File: config.mk
export PLATFORM = sky130hd
export DESIGN_NAME = ripple_count_sampler
export DESIGN_NICKNAME = d
export VERILOG_FILES = /design/src/rtl/ripple_count_sampler.sv
export SDC_FILE = /design/constraint.sdc
export NUM_CORES = 1
export LEC_CHECK = 0
export CORE_MARGIN = 2
export CORE_UTILIZATION = 55
export CTS_CLUSTER_DIAMETER = 100
export DETAILED_ROUTE_END_ITERATION = 8
export PLACE_DENSITY_LB_ADDON = 0.05
export SYNTH_ARGS = -nofsm -noshare
export SYNTH_HDL_FRONTEND = slang
export SYNTH_SLANG_ARGS = --single-unit
File: constraint.sdc
create_clock -name clk -period 2.9 [get_ports clk]
set_input_delay 0.29 -clock clk [delete_from_list [all_inputs] [get_ports clk]]
set_output_delay 0.29 -clock clk [all_outputs]
set_load 0.03 [all_outputs]
File: src/rtl/ripple_count_sampler.sv
// ripple_count_sampler: synchronizes and filters a ripple counter bus, flags wraps, hands out clean captures
//   clk        : system clock, rising edge
//   reset      : synchronous active-high reset
//   cnt_in     : raw ripple counter bits, asynchronous to clk
//   sample_req : capture request, honoured only while idle
//   out_ready  : consumer accepts the held capture
//   out_valid  : capture held and available
//   out_count  : captured count
//   out_wrap   : a wrap occurred since the previous accepted capture
//   out_err    : capture was forced by timeout, value not filtered
//   wrap_pulse : one-cycle pulse per detected wrap
//   busy       : settling or holding a capture
module ripple_count_sampler #(
   parameter int WIDTH = 4,
   parameter int STABLE_CYCLES = 2,
   parameter int TIMEOUT = 64
) (
   input  logic             clk,
   input  logic             reset,
   input  logic [WIDTH-1:0] cnt_in,
   input  logic             sample_req,
   input  logic             out_ready,
   output logic             out_valid,
   output logic [WIDTH-1:0] out_count,
   output logic             out_wrap,
   output logic             out_err,
   output logic             wrap_pulse,
   output logic             busy
);
   typedef enum logic [1:0] {IDLE, SETTLE, HOLD} state_t;
   localparam logic [3:0] RUN_MAX = 4'(STABLE_CYCLES);
   localparam logic [7:0] TMO_LAST = 8'(TIMEOUT - 1);
   state_t r_state;
   logic [WIDTH-1:0] r_s1, r_sync, r_prev, r_stable_val;
   logic [3:0] r_run;
   logic [7:0] r_timer;
   logic r_wrap_pending;
   logic [3:0] w_run;
   logic w_stable, w_update, w_wrap, w_capture;
   // the run count includes this cycle's comparison, so a sample that differs
   // from its predecessor is never trusted, even if the previous run was saturated
   always_comb begin
      w_run = (r_sync != r_prev) ? 4'd0 : (r_run == RUN_MAX) ? r_run : r_run + 4'd1;
      w_stable = (w_run == RUN_MAX);
      w_update = w_stable && (r_sync != r_stable_val);
      w_wrap = w_update && (r_sync < r_stable_val);
      w_capture = (r_state == SETTLE) && (w_stable || r_timer == TMO_LAST);
   end
   always_ff @(posedge clk) begin
      if (reset) begin
         r_state <= IDLE;
         r_s1 <= '0;
         r_sync <= '0;
         r_prev <= '0;
         r_run <= '0;
         r_stable_val <= '0;
         r_wrap_pending <= 1'b0;
         r_timer <= '0;
         out_valid <= 1'b0;
         out_count <= '0;
         out_wrap <= 1'b0;
         out_err <= 1'b0;
         wrap_pulse <= 1'b0;
         busy <= 1'b0;
      end else begin
         r_s1 <= cnt_in;
         r_sync <= r_s1;
         r_prev <= r_sync;
         r_run <= w_run;
         if (w_update) r_stable_val <= r_sync;
         wrap_pulse <= w_wrap;
         // a wrap seen on the capture edge goes straight into out_wrap instead of pending
         r_wrap_pending <= !w_capture && (r_wrap_pending || w_wrap);
         case (r_state)
            IDLE: if (sample_req) begin
               r_state <= SETTLE;
               r_timer <= '0;
               busy <= 1'b1;
            end
            SETTLE: begin
               r_timer <= r_timer + 8'd1;
               if (w_capture) begin
                  r_state <= HOLD;
                  out_valid <= 1'b1;
                  out_count <= r_sync;
                  out_err <= !w_stable;
                  out_wrap <= r_wrap_pending || w_wrap;
               end
            end
            HOLD: if (out_ready) begin
               r_state <= IDLE;
               out_valid <= 1'b0;
               out_wrap <= 1'b0;
               out_err <= 1'b0;
               busy <= 1'b0;
            end
            default: r_state <= IDLE;
         endcase
      end
   end
endmodule

==> flow_summary.json, run 1 <==
{
  "grt_pass1_wl_um": 5733,
  "final_common_cell": "dfxtp_1",
  "powerDensity_mw_per_mm2": 535.0,
  "yosys_warnings": 0,
  "dpl_worst_slack_ns": 0.5853,
  "max_freq_mhz": 430.1,
  "synth-seq-cells": 40,
  "grt_pass1_vias": 1379,
  "synth_xor_area_frac": 0.02507,
  "final_cell_mix": "40 x dfxtp_1, 23 x a21oi_1, 19 x nor2_1, 16 x clkdlybuf4s50_1, 15 x nand3_1",
  "dpl.hpwl_um": 2484,
  "synth-adder-area-share": 0.05014,
  "status": "finished clean",
  "drt_first_iter_violations": 50,
  "ant_nets": 0,
  "arrival_ns": 2.58,
  "synth_top_area_share": 0.4585,
  "final.setup.tns_ns": 0,
  "postRouteWirelength_um": 3377,
  "antenna_found_initial": 0,
  "cts_hold_buf": 0,
  "drive_gt1_frac": 0.08531,
  "die_w_um": 60.36,
  "ctsResizeCount": 0,
  "clkTransAtPathRegs_ns": 0.12,
  "final_cell_count_no_fill": 255,
  "cts.sinks": 40,
  "muxShareOfSynthArea": 0.01289,
  "crit_fanout": 6,
  "multi_input_area_um2": 904.6,
  "yosys.area_share.simple": 0.2521,
  "ys_seq_area_frac": 0.4585,
  "initial_core_util": 0.5769,
  "cts_setup_buffers": 0,
  "clock_path_buffers": 2,
  "die_height_um": 60.36,
  "regArea_um2": 800.8,
  "cts_max_level": 2,
  "clk_latency_ns": 0.35,
  "synth_cell_type_count": 35,
  "rows": 20,
  "slew_headroom": 0.4113,
  "finalHoldViolations": 0,
  "critPathMaxStageDelay_ns": 0.42,
  "diodes": 0,
  "max-vdd-ir-drop_uv": 364.6,
  "drc": 0,
  "worstSetupPathType": "flop to flop",
  "num_vias": 1417,
  "area_delta_synth_final_pct": 17.12,
  "syn_area_per_cell_um2": 9.145,
  "die_area_mm2": 0.003643,
  "timing.final.ws_setup_ns": 0.5749,
  "synth-compound-area-share": 0.1777,
  "period_share": 0.8018,
  "synthTopCellsByArea": "dfxtp_1 46%, a21oi_1 6.6%, ha_1 5.0%",
  "synth-main-ff-cell": "dfxtp_1",
  "cts_tree": "done",
  "startpoint_type": "flop",
  "grt-ovfl-total": 0,
  "num_io_pins": 17,
  "dp_cells": 247,
  "async_flop_share": 0,
  "cts-root-buf": "clkbuf_4",
  "synth-edff-count": 0,
  "critical_path_required_ns": 3.16,
  "setup_viol": 0,
  "leakage_nw": 0.7008,
  "synthCells": 191,
  "fill_cells": 252,
  "synth_top_family_by_area": "simple AND/OR/NAND/NOR gates",
  "fin_nets": 225,
  "numCtsBuffers": 5,
  "path_cells": "inv_1, ha_1, or3_1, a211o_4, a2111oi_4, nor2_1, o211a_1",
  "drv_slew": 0,
  "end_kind": "flop",
  "netlist_area_mm2": 0.001747,
  "skew_ns": 0.005840,
  "viasPerCell": 5.557,
  "wl_per_cell_um": 13.24,
  "rsz0062_at_grt": "false",
  "hold_class": "flop to flop",
  "place_congestion": 0.8259,
  "synth_top_cell_by_area": "dfxtp_1",
  "tightest_slew_ns": 0.8802,
  "cap_violations": 0,
  "grt_max_degree": 26,
  "track_usage": 0.2155,
  "io_buffers": 16,
  "cp_slowest_cell": "a2111oi_4",
  "core-area_mm2": 0.003028,
  "min_period_ns": 2.325,
  "syn_nets": 206,
  "firstDrtPassIters": 4
}
[synthesized netlist by cell type (2+ instances only)]
cell and number:
o21ai_0 10, inv_1 6, nor3_1 2, nor2b_1 12
mux2_2 2, nor2_1 19, xnor2_1 4, ha_1 7
nand4_1 5, nand2b_1 5, dfxtp_1 40, or3_1 3
a2111oi_4 2, nand3_1 15, a211oi_1 2, clkbuf_1 5
nand3b_1 4, nand2_1 9, a21oi_1 23
[power breakdown]
part           switching (mW)  internal (mW)  leakage [nW]  total (mW)
clock network           0.181          0.229        0.0515       0.410
logic                  0.0665         0.0425         0.324       0.109
registers              0.0119          0.564         0.325       0.575
total                   0.259          0.835         0.701        1.09
[registers in the layout, indices dropped and copies added, names as in the netlist, 2 cells and up]
signal	flops
out_count	4
r_prev	4
r_run	4
r_s1	4
r_stable_val	4
r_state	2
r_sync	4
r_timer	8
[stage by stage]
step                      hold WS (ns)  power (mW)  utilization  area (µm²)
after floorplan                 0.4138      0.6650            -        1747
after CTS                       0.4626       1.105       0.6756        2046
after global routing            0.4647       1.139       0.6756        2046
final                           0.4585       1.094       0.6756        2046
after detailed placement        0.4371      0.6974       0.6442        1951
after global placement          0.4189      0.6920       0.6442        1951
[critical path: cells and delay by family (launching register included)]
family / cells / cell delay (ns)
simple gates: 2 / 0.50
fa+ha+maj: 1 / 0.24
flops: 1 / 0.41
compound gates: 3 / 0.96
buf+inv: 1 / 0.11
[final timing paths]
kind / start / to / slack, ns / cells past startpoint
min reg2reg: r_s1[0]$_SDFF_PP0_ / r_sync[0]$_SDFF_PP0_ / 0.46 / 1
max reg2reg: r_run[0]$_SDFF_PP0_ / r_wrap_pending$_SDFF_PP0_ / 0.57 / 7
max: r_run[0]$_SDFF_PP0_ / r_wrap_pending$_SDFF_PP0_ / 0.57 / 7
min: r_s1[0]$_SDFF_PP0_ / r_sync[0]$_SDFF_PP0_ / 0.46 / 1
[cell type report]
cell class / instances / area share
Clock buffer: 7 / 0.03180
Inverter: 6 / 0.01101
Timing Repair Buffer: 17 / 0.08196
Sequential cell: 40 / 0.3914
Clock inverter: 1 / 0.01468
Multi-Input combinational cell: 140 / 0.4422
Tap cell: 44 / 0.02691
[logic make-up (layout without fill, tap and decap cells)]
kind of cell | Yosys count | count (layout)
simple gates | 82 | 82
compound gates | 44 | 44
flops | 40 | 40
buf+inv | 11 | 31
fa+ha+maj | 7 | 7
xor+xnor | 5 | 5
mux | 2 | 2
[metal layers]
layer | wire, µm | up-vias | global-route usage
met3 | 124 | 10 | 0.07463
met2 | 1696 | 29 | 0.3758
li1 | - | 722 | -
met4 | 85 | 0 | 0.1016
met5 | 0 | - | 0
met1 | 1471 | 656 | 0.2337
Power figures use the tool's default switching activity.
==> run 2: changes to the inputs <==
Settings changed: CORE_UTILIZATION 55 to 50.
Clock period 2.9 ns to 1.91 ns, I/O delays scaled along.
==> run 2 against run 1 <==
Critical path type unchanged. Routed wire length grew 5.4%. Register-to-register slack lost 0.75 ns. Flip-flop and latch count unchanged. Cell area up 9.0%. Largest cell class unchanged. Clock power increased by 6.6%. The flow now finishes with violations (setup timing). Critical path depth up 1.
==> flow_summary.json, run 2 (synthesized netlist as in run 1, its figures left out) <==
{
  "status": "finished with violations",
  "failed_checks": "setup timing",
  "antenna_found_initial": 0,
  "holdWs_ns": 0.3973,
  "finalHoldViolations": 0,
  "clk_latency_ns": 0.34,
  "dpl_worst_slack_ns": -0.1639,
  "critical_path_required_ns": 2.18,
  "max_freq_mhz": 480.3,
  "num_vias": 1469,
  "arrival_ns": 2.35,
  "worstSetupPathType": "flop to flop",
  "drv_slew": 0,
  "final.setup.tns_ns": -1.970,
  "area_delta_synth_final_pct": 27.65,
  "fin_nets": 244,
  "startpoint_type": "flop",
  "placed_area_mm2": 0.002106,
  "clkTransAtPathRegs_ns": 0.11,
  "reg2reg_slack_ns": -0.17,
  "grt_pass1_wl_um": 6327,
  "startpoint": "r_run[0]$_SDFF_PP0_",
  "period_share": 1.090,
  "core-area_mm2": 0.003337,
  "crit_fanout": 5,
  "io_buffers": 16,
  "tightest_slew_ns": 0.4197,
  "min_period_ns": 2.082,
  "power.total_mw": 1.532,
  "drive_gt1_frac": 0.2087,
  "rr_endpoint": "out_count[0]$_SDFFE_PP0P_",
  "die_height_um": 63.11,
  "numCtsBuffers": 5,
  "timing.final.ws_setup_ns": -0.1720,
  "drt_first_iter_violations": 103,
  "postRouteWirelength_um": 3559,
  "firstDrtPassIters": 4,
  "cap_violations": 0,
  "initial_core_util": 0.5234,
  "dpl.hpwl_um": 2637,
  "clock_path_buffers": 2,
  "powerDensity_mw_per_mm2": 687.3,
  "grt_pass1_vias": 1474,
  "grt_max_degree": 21,
  "cts_tree": "done",
  "largest_register": "r_timer",
  "cts_max_level": 2,
  "viasPerCell": 5.322,
  "max-vdd-ir-drop_uv": 495.4,
  "die_w_um": 63.11,
  "place_congestion": 0.8819,
  "ant_nets": 0,
  "dp_cells": 265,
  "cts-root-buf": "clkbuf_4",
  "final_cell_count_no_fill": 276,
  "reg2reg_depth": 8,
  "setup_viol": 15,
  "final_area_mm2": 0.002230,
  "wl_per_cell_um": 12.89,
  "fin_util": 0.6682,
  "num_io_pins": 17,
  "final_common_cell": "dfxtp_1",
  "die_area_mm2": 0.003982,
  "diodes": 0,
  "track_usage": 0.1982,
  "rows": 21,
  "grt-ovfl-total": 0,
  "final_cell_mix": "38 x dfxtp_1, 21 x a21oi_1, 18 x nor2_1, 18 x buf_4, 16 x clkdlybuf4s50_1",
  "leakage_nw": 0.7857,
  "hold_class": "input pin to flop",
  "skew_ns": 0.007965,
  "rsz0062_at_grt": "true",
  "drc": 0,
  "r2r_start": "r_run[0]$_SDFF_PP0_",
  "end_kind": "flop",
  "endpoint": "out_count[0]$_SDFFE_PP0P_",
  "largest_reg_flops": 8,
  "slew_headroom": 0.7196,
  "cts.sinks": 40
}
## run 2: changes by cell type in the layout (fill, tap and decap cells not counted), sizes merged
cell,previous run,this run
buf,1,20
clkinv,0,2
bufinv,1,0
clkbuf,7,6
## run 2: worst max-delay path, stage by stage (launching register included)
cell and delay [ns]:
dfxtp_4 0.41, inv_4 0.05, ha_4 0.15, or3_1 0.32, a211o_4 0.36, a2111oi_4 0.31, buf_4 0.19, o21ai_0 0.08
a21oi_1 0.15
## run 2: worst min-delay path by stage
stage	start	endpoint	slack [ns]	cells after the start
floorplan	cnt_in[0]	r_s1[0]$_SDFF_PP0_	0.32	1
global placement	r_s1[1]$_SDFF_PP0_	r_sync[1]$_SDFF_PP0_	0.42	1
detailed placement	r_s1[2]$_SDFF_PP0_	r_sync[2]$_SDFF_PP0_	0.42	1
CTS	cnt_in[1]	r_s1[1]$_SDFF_PP0_	0.38	2
global route	cnt_in[0]	r_s1[0]$_SDFF_PP0_	0.38	2
finish	cnt_in[1]	r_s1[1]$_SDFF_PP0_	0.40	2
## run 2: per-layer routing
layer  vias up  wire length (µm)  global-route usage
li1        760                 -                   -
met1       681              1558              0.2260
met2        21              1826              0.3524
met3         7               104             0.05000
met4         0                70             0.07778
met5         -                 0                   0
## run 2: repair_timing
action                                  in CTS  in global routing
resized for setup                            1                  8
hold buffers                                 0                  0
buffers inserted                             1                  2
endpoints found under the setup margin      15                 15
pin swaps                                    6                  2
## run 2: layout make-up
type | count | area, µm²
clock buffer | 6 | 51.30
clock inverter | 2 | 10.01
fill | 295 | 1107
inverter | 6 | 25.02
multi-input combinational | 140 | 962.2
sequential | 40 | 805.8
tap | 46 | 57.56
timing repair buffer | 36 | 317.8
## run 2: power by group
part | switching (mW) | internal, mW | total, mW
clock | 0.261 | 0.175 | 0.437
combinational | 0.120 | 0.100 | 0.220
sequential | 0.0195 | 0.856 | 0.876
total | 0.401 | 1.13 | 1.53
==> run 3: changes to the inputs <==
Clock period 1.91 ns to 1.9 ns, I/O delays scaled along.
==> run 3 against run 2 <==
The run still ends with setup timing left. Sequential share of layout area down 0.77 points. Hold slack got worse by 0.011 ns. Combinational power is essentially flat. Fmax fell by 1.3%. Register-to-register slack got worse by 0.04 ns. Final cell count increased by 0.72%. Cell area grew 2.2%. Critical path type unchanged.
==> flow_summary.json, run 3 (synthesized netlist as in run 1, its figures left out) <==
{
  "firstDrtPassIters": 4,
  "dpl.hpwl_um": 2686,
  "drv_slew": 0,
  "hold_class": "input pin to flop",
  "largest_register": "r_timer",
  "powerDensity_mw_per_mm2": 734.7,
  "cts.sinks": 40,
  "grt-ovfl-total": 0,
  "end_kind": "flop",
  "slew_headroom": 0.7123,
  "startpoint_type": "flop",
  "num_vias": 1501,
  "drc": 0,
  "switchingPower_mw": 0.4127,
  "die_height_um": 63.11,
  "track_usage": 0.2012,
  "wl_per_cell_um": 13.04,
  "cts_max_level": 2,
  "setup_viol": 15,
  "rows": 21,
  "cp_top_family": "compound AO/OA/AOI/OAI gates",
  "core-area_mm2": 0.003337,
  "sequentialPowerShare": 0.526,
  "crit_buf_inv": 1,
  "clock_path_buffers": 2,
  "drt_first_iter_violations": 66,
  "critical_path_required_ns": 2.14,
  "clkTransAtPathRegs_ns": 0.12,
  "final_common_cell": "dfxtp_1",
  "p_int_mw": 1.261,
  "final.setup.tns_ns": -2.215,
  "worstSetupPathType": "flop to flop",
  "critPathMaxStageDelay_ns": 0.40,
  "die_w_um": 63.11,
  "drive_gt1_frac": 0.2241,
  "cts-root-buf": "clkbuf_4",
  "finalHoldViolations": 0,
  "io_buffers": 16,
  "grt_max_degree": 21,
  "clk_latency_ns": 0.35,
  "holdWs_ns": 0.3864,
  "skew_ns": 0.01090,
  "period_share": 1.110,
  "rsz0062_at_grt": "true",
  "antenna_found_initial": 0,
  "viasPerCell": 5.399,
  "leakage_nw": 0.8065,
  "numCtsBuffers": 5,
  "path_cells": "inv_4, ha_4, or3_4, a211o_4, a211o_2, o21ai_0, a21oi_2",
  "power.total_mw": 1.674,
  "timing.final.ws_setup_ns": -0.2089,
  "ant_nets": 0,
  "place_congestion": 0.8800,
  "num_io_pins": 17,
  "min_period_ns": 2.109,
  "final_cell_mix": "38 x dfxtp_1, 22 x a21oi_1, 21 x buf_4, 17 x nor2_1, 16 x clkdlybuf4s50_1",
  "status": "finished with violations",
  "postRouteWirelength_um": 3626,
  "arrival_ns": 2.35,
  "comb_power_share": 0.133,
  "tightest_slew_ns": 0.4306,
  "diodes": 0,
  "p_sw_frac": 0.2466,
  "failed_checks": "setup timing",
  "fin_util": 0.6828,
  "dpl_worst_slack_ns": -0.2009,
  "clkPwrFrac": 0.341,
  "grt_pass1_vias": 1490,
  "max-vdd-ir-drop_uv": 624.1,
  "area_delta_synth_final_pct": 30.44,
  "cts_tree": "done",
  "initial_core_util": 0.5234,
  "cap_violations": 0,
  "grt_pass1_wl_um": 6272,
  "cp_slowest_cell": "dfxtp_4",
  "largest_reg_flops": 8,
  "fin_nets": 246,
  "crit_fanout": 6,
  "die_area_mm2": 0.003982,
  "max_freq_mhz": 474.2
}
[run 3: cell types whose count changed in the layout (fill, tap and decap cells not counted), sizes merged]
cell    delta
buf        +2
clkbuf     +2
clkinv     -2
[run 3: final cells by class]
class                   instances  area (µm²)
well taps                      46       57.56
multi-input cells             140       970.9
fillers                       285        1059
inverters                       6       25.02
flip-flops and latches         40       805.8
clock buffers                   8       90.09
repair buffers                 38       329.1
[run 3: per-layer routing]
metal / track usage / wire length [µm] / vias to the layer above
li1: - / - / 763
met1: 0.2068 / 1563 / 706
met2: 0.3763 / 1849 / 21
met3: 0.06071 / 108 / 11
met4: 0.08056 / 104 / 0
met5: 0 / 0 / -
[run 3: power groups by stage]
| stage | Clock [mW] | Sequential (mW) | Combinational, mW |
|---|---|---|---|
| after floorplan | 0 | 0.901 | 0.125 |
| after global placement | 0 | 0.898 | 0.200 |
| after detailed placement | 0 | 0.900 | 0.204 |
| after CTS | 0.587 | 0.881 | 0.211 |
| after global routing | 0.618 | 0.884 | 0.246 |
| final | 0.571 | 0.881 | 0.222 |
[run 3: path summary, 6_finish.rpt]
kind,from,endpoint,slack [ns],cells past startpoint
worst max register to register,r_run[0]$_SDFF_PP0_,r_stable_val[0]$_SDFFE_PP0P_,-0.21,7
worst min register to register,r_s1[2]$_SDFF_PP0_,r_sync[2]$_SDFF_PP0_,0.45,1
worst max-delay path,r_run[0]$_SDFF_PP0_,r_stable_val[0]$_SDFFE_PP0P_,-0.21,7
worst min-delay path,cnt_in[2],r_s1[2]$_SDFF_PP0_,0.39,2
[run 3: worst reg2reg max path: cells and delay by family, from the launching register on]
kind                       cells  cell delay, ns
and+or+nand+nor                1            0.33
buffers and inverters          1            0.04
DFF                            1            0.40
adders and majority gates      1            0.15
AOI/OAI and AO/OA              4            1.08
[run 3: metrics by stage]
stage	cell area [µm²]	cells
floorplan	1779	191
global placement	2121	267
detailed placement	2121	267
CTS	2227	276
global route	2278	278
finish	2278	278
[run 3: what timing repair did]
action / 4_1_cts / 5_1_grt
hold buffers: 0 / 0
setup endpoints to repair: 15 / 15
resized for setup: 4 / 10
cloned: 0 / 0
pin swaps: 3 / 7
buffers inserted: 1 / 2
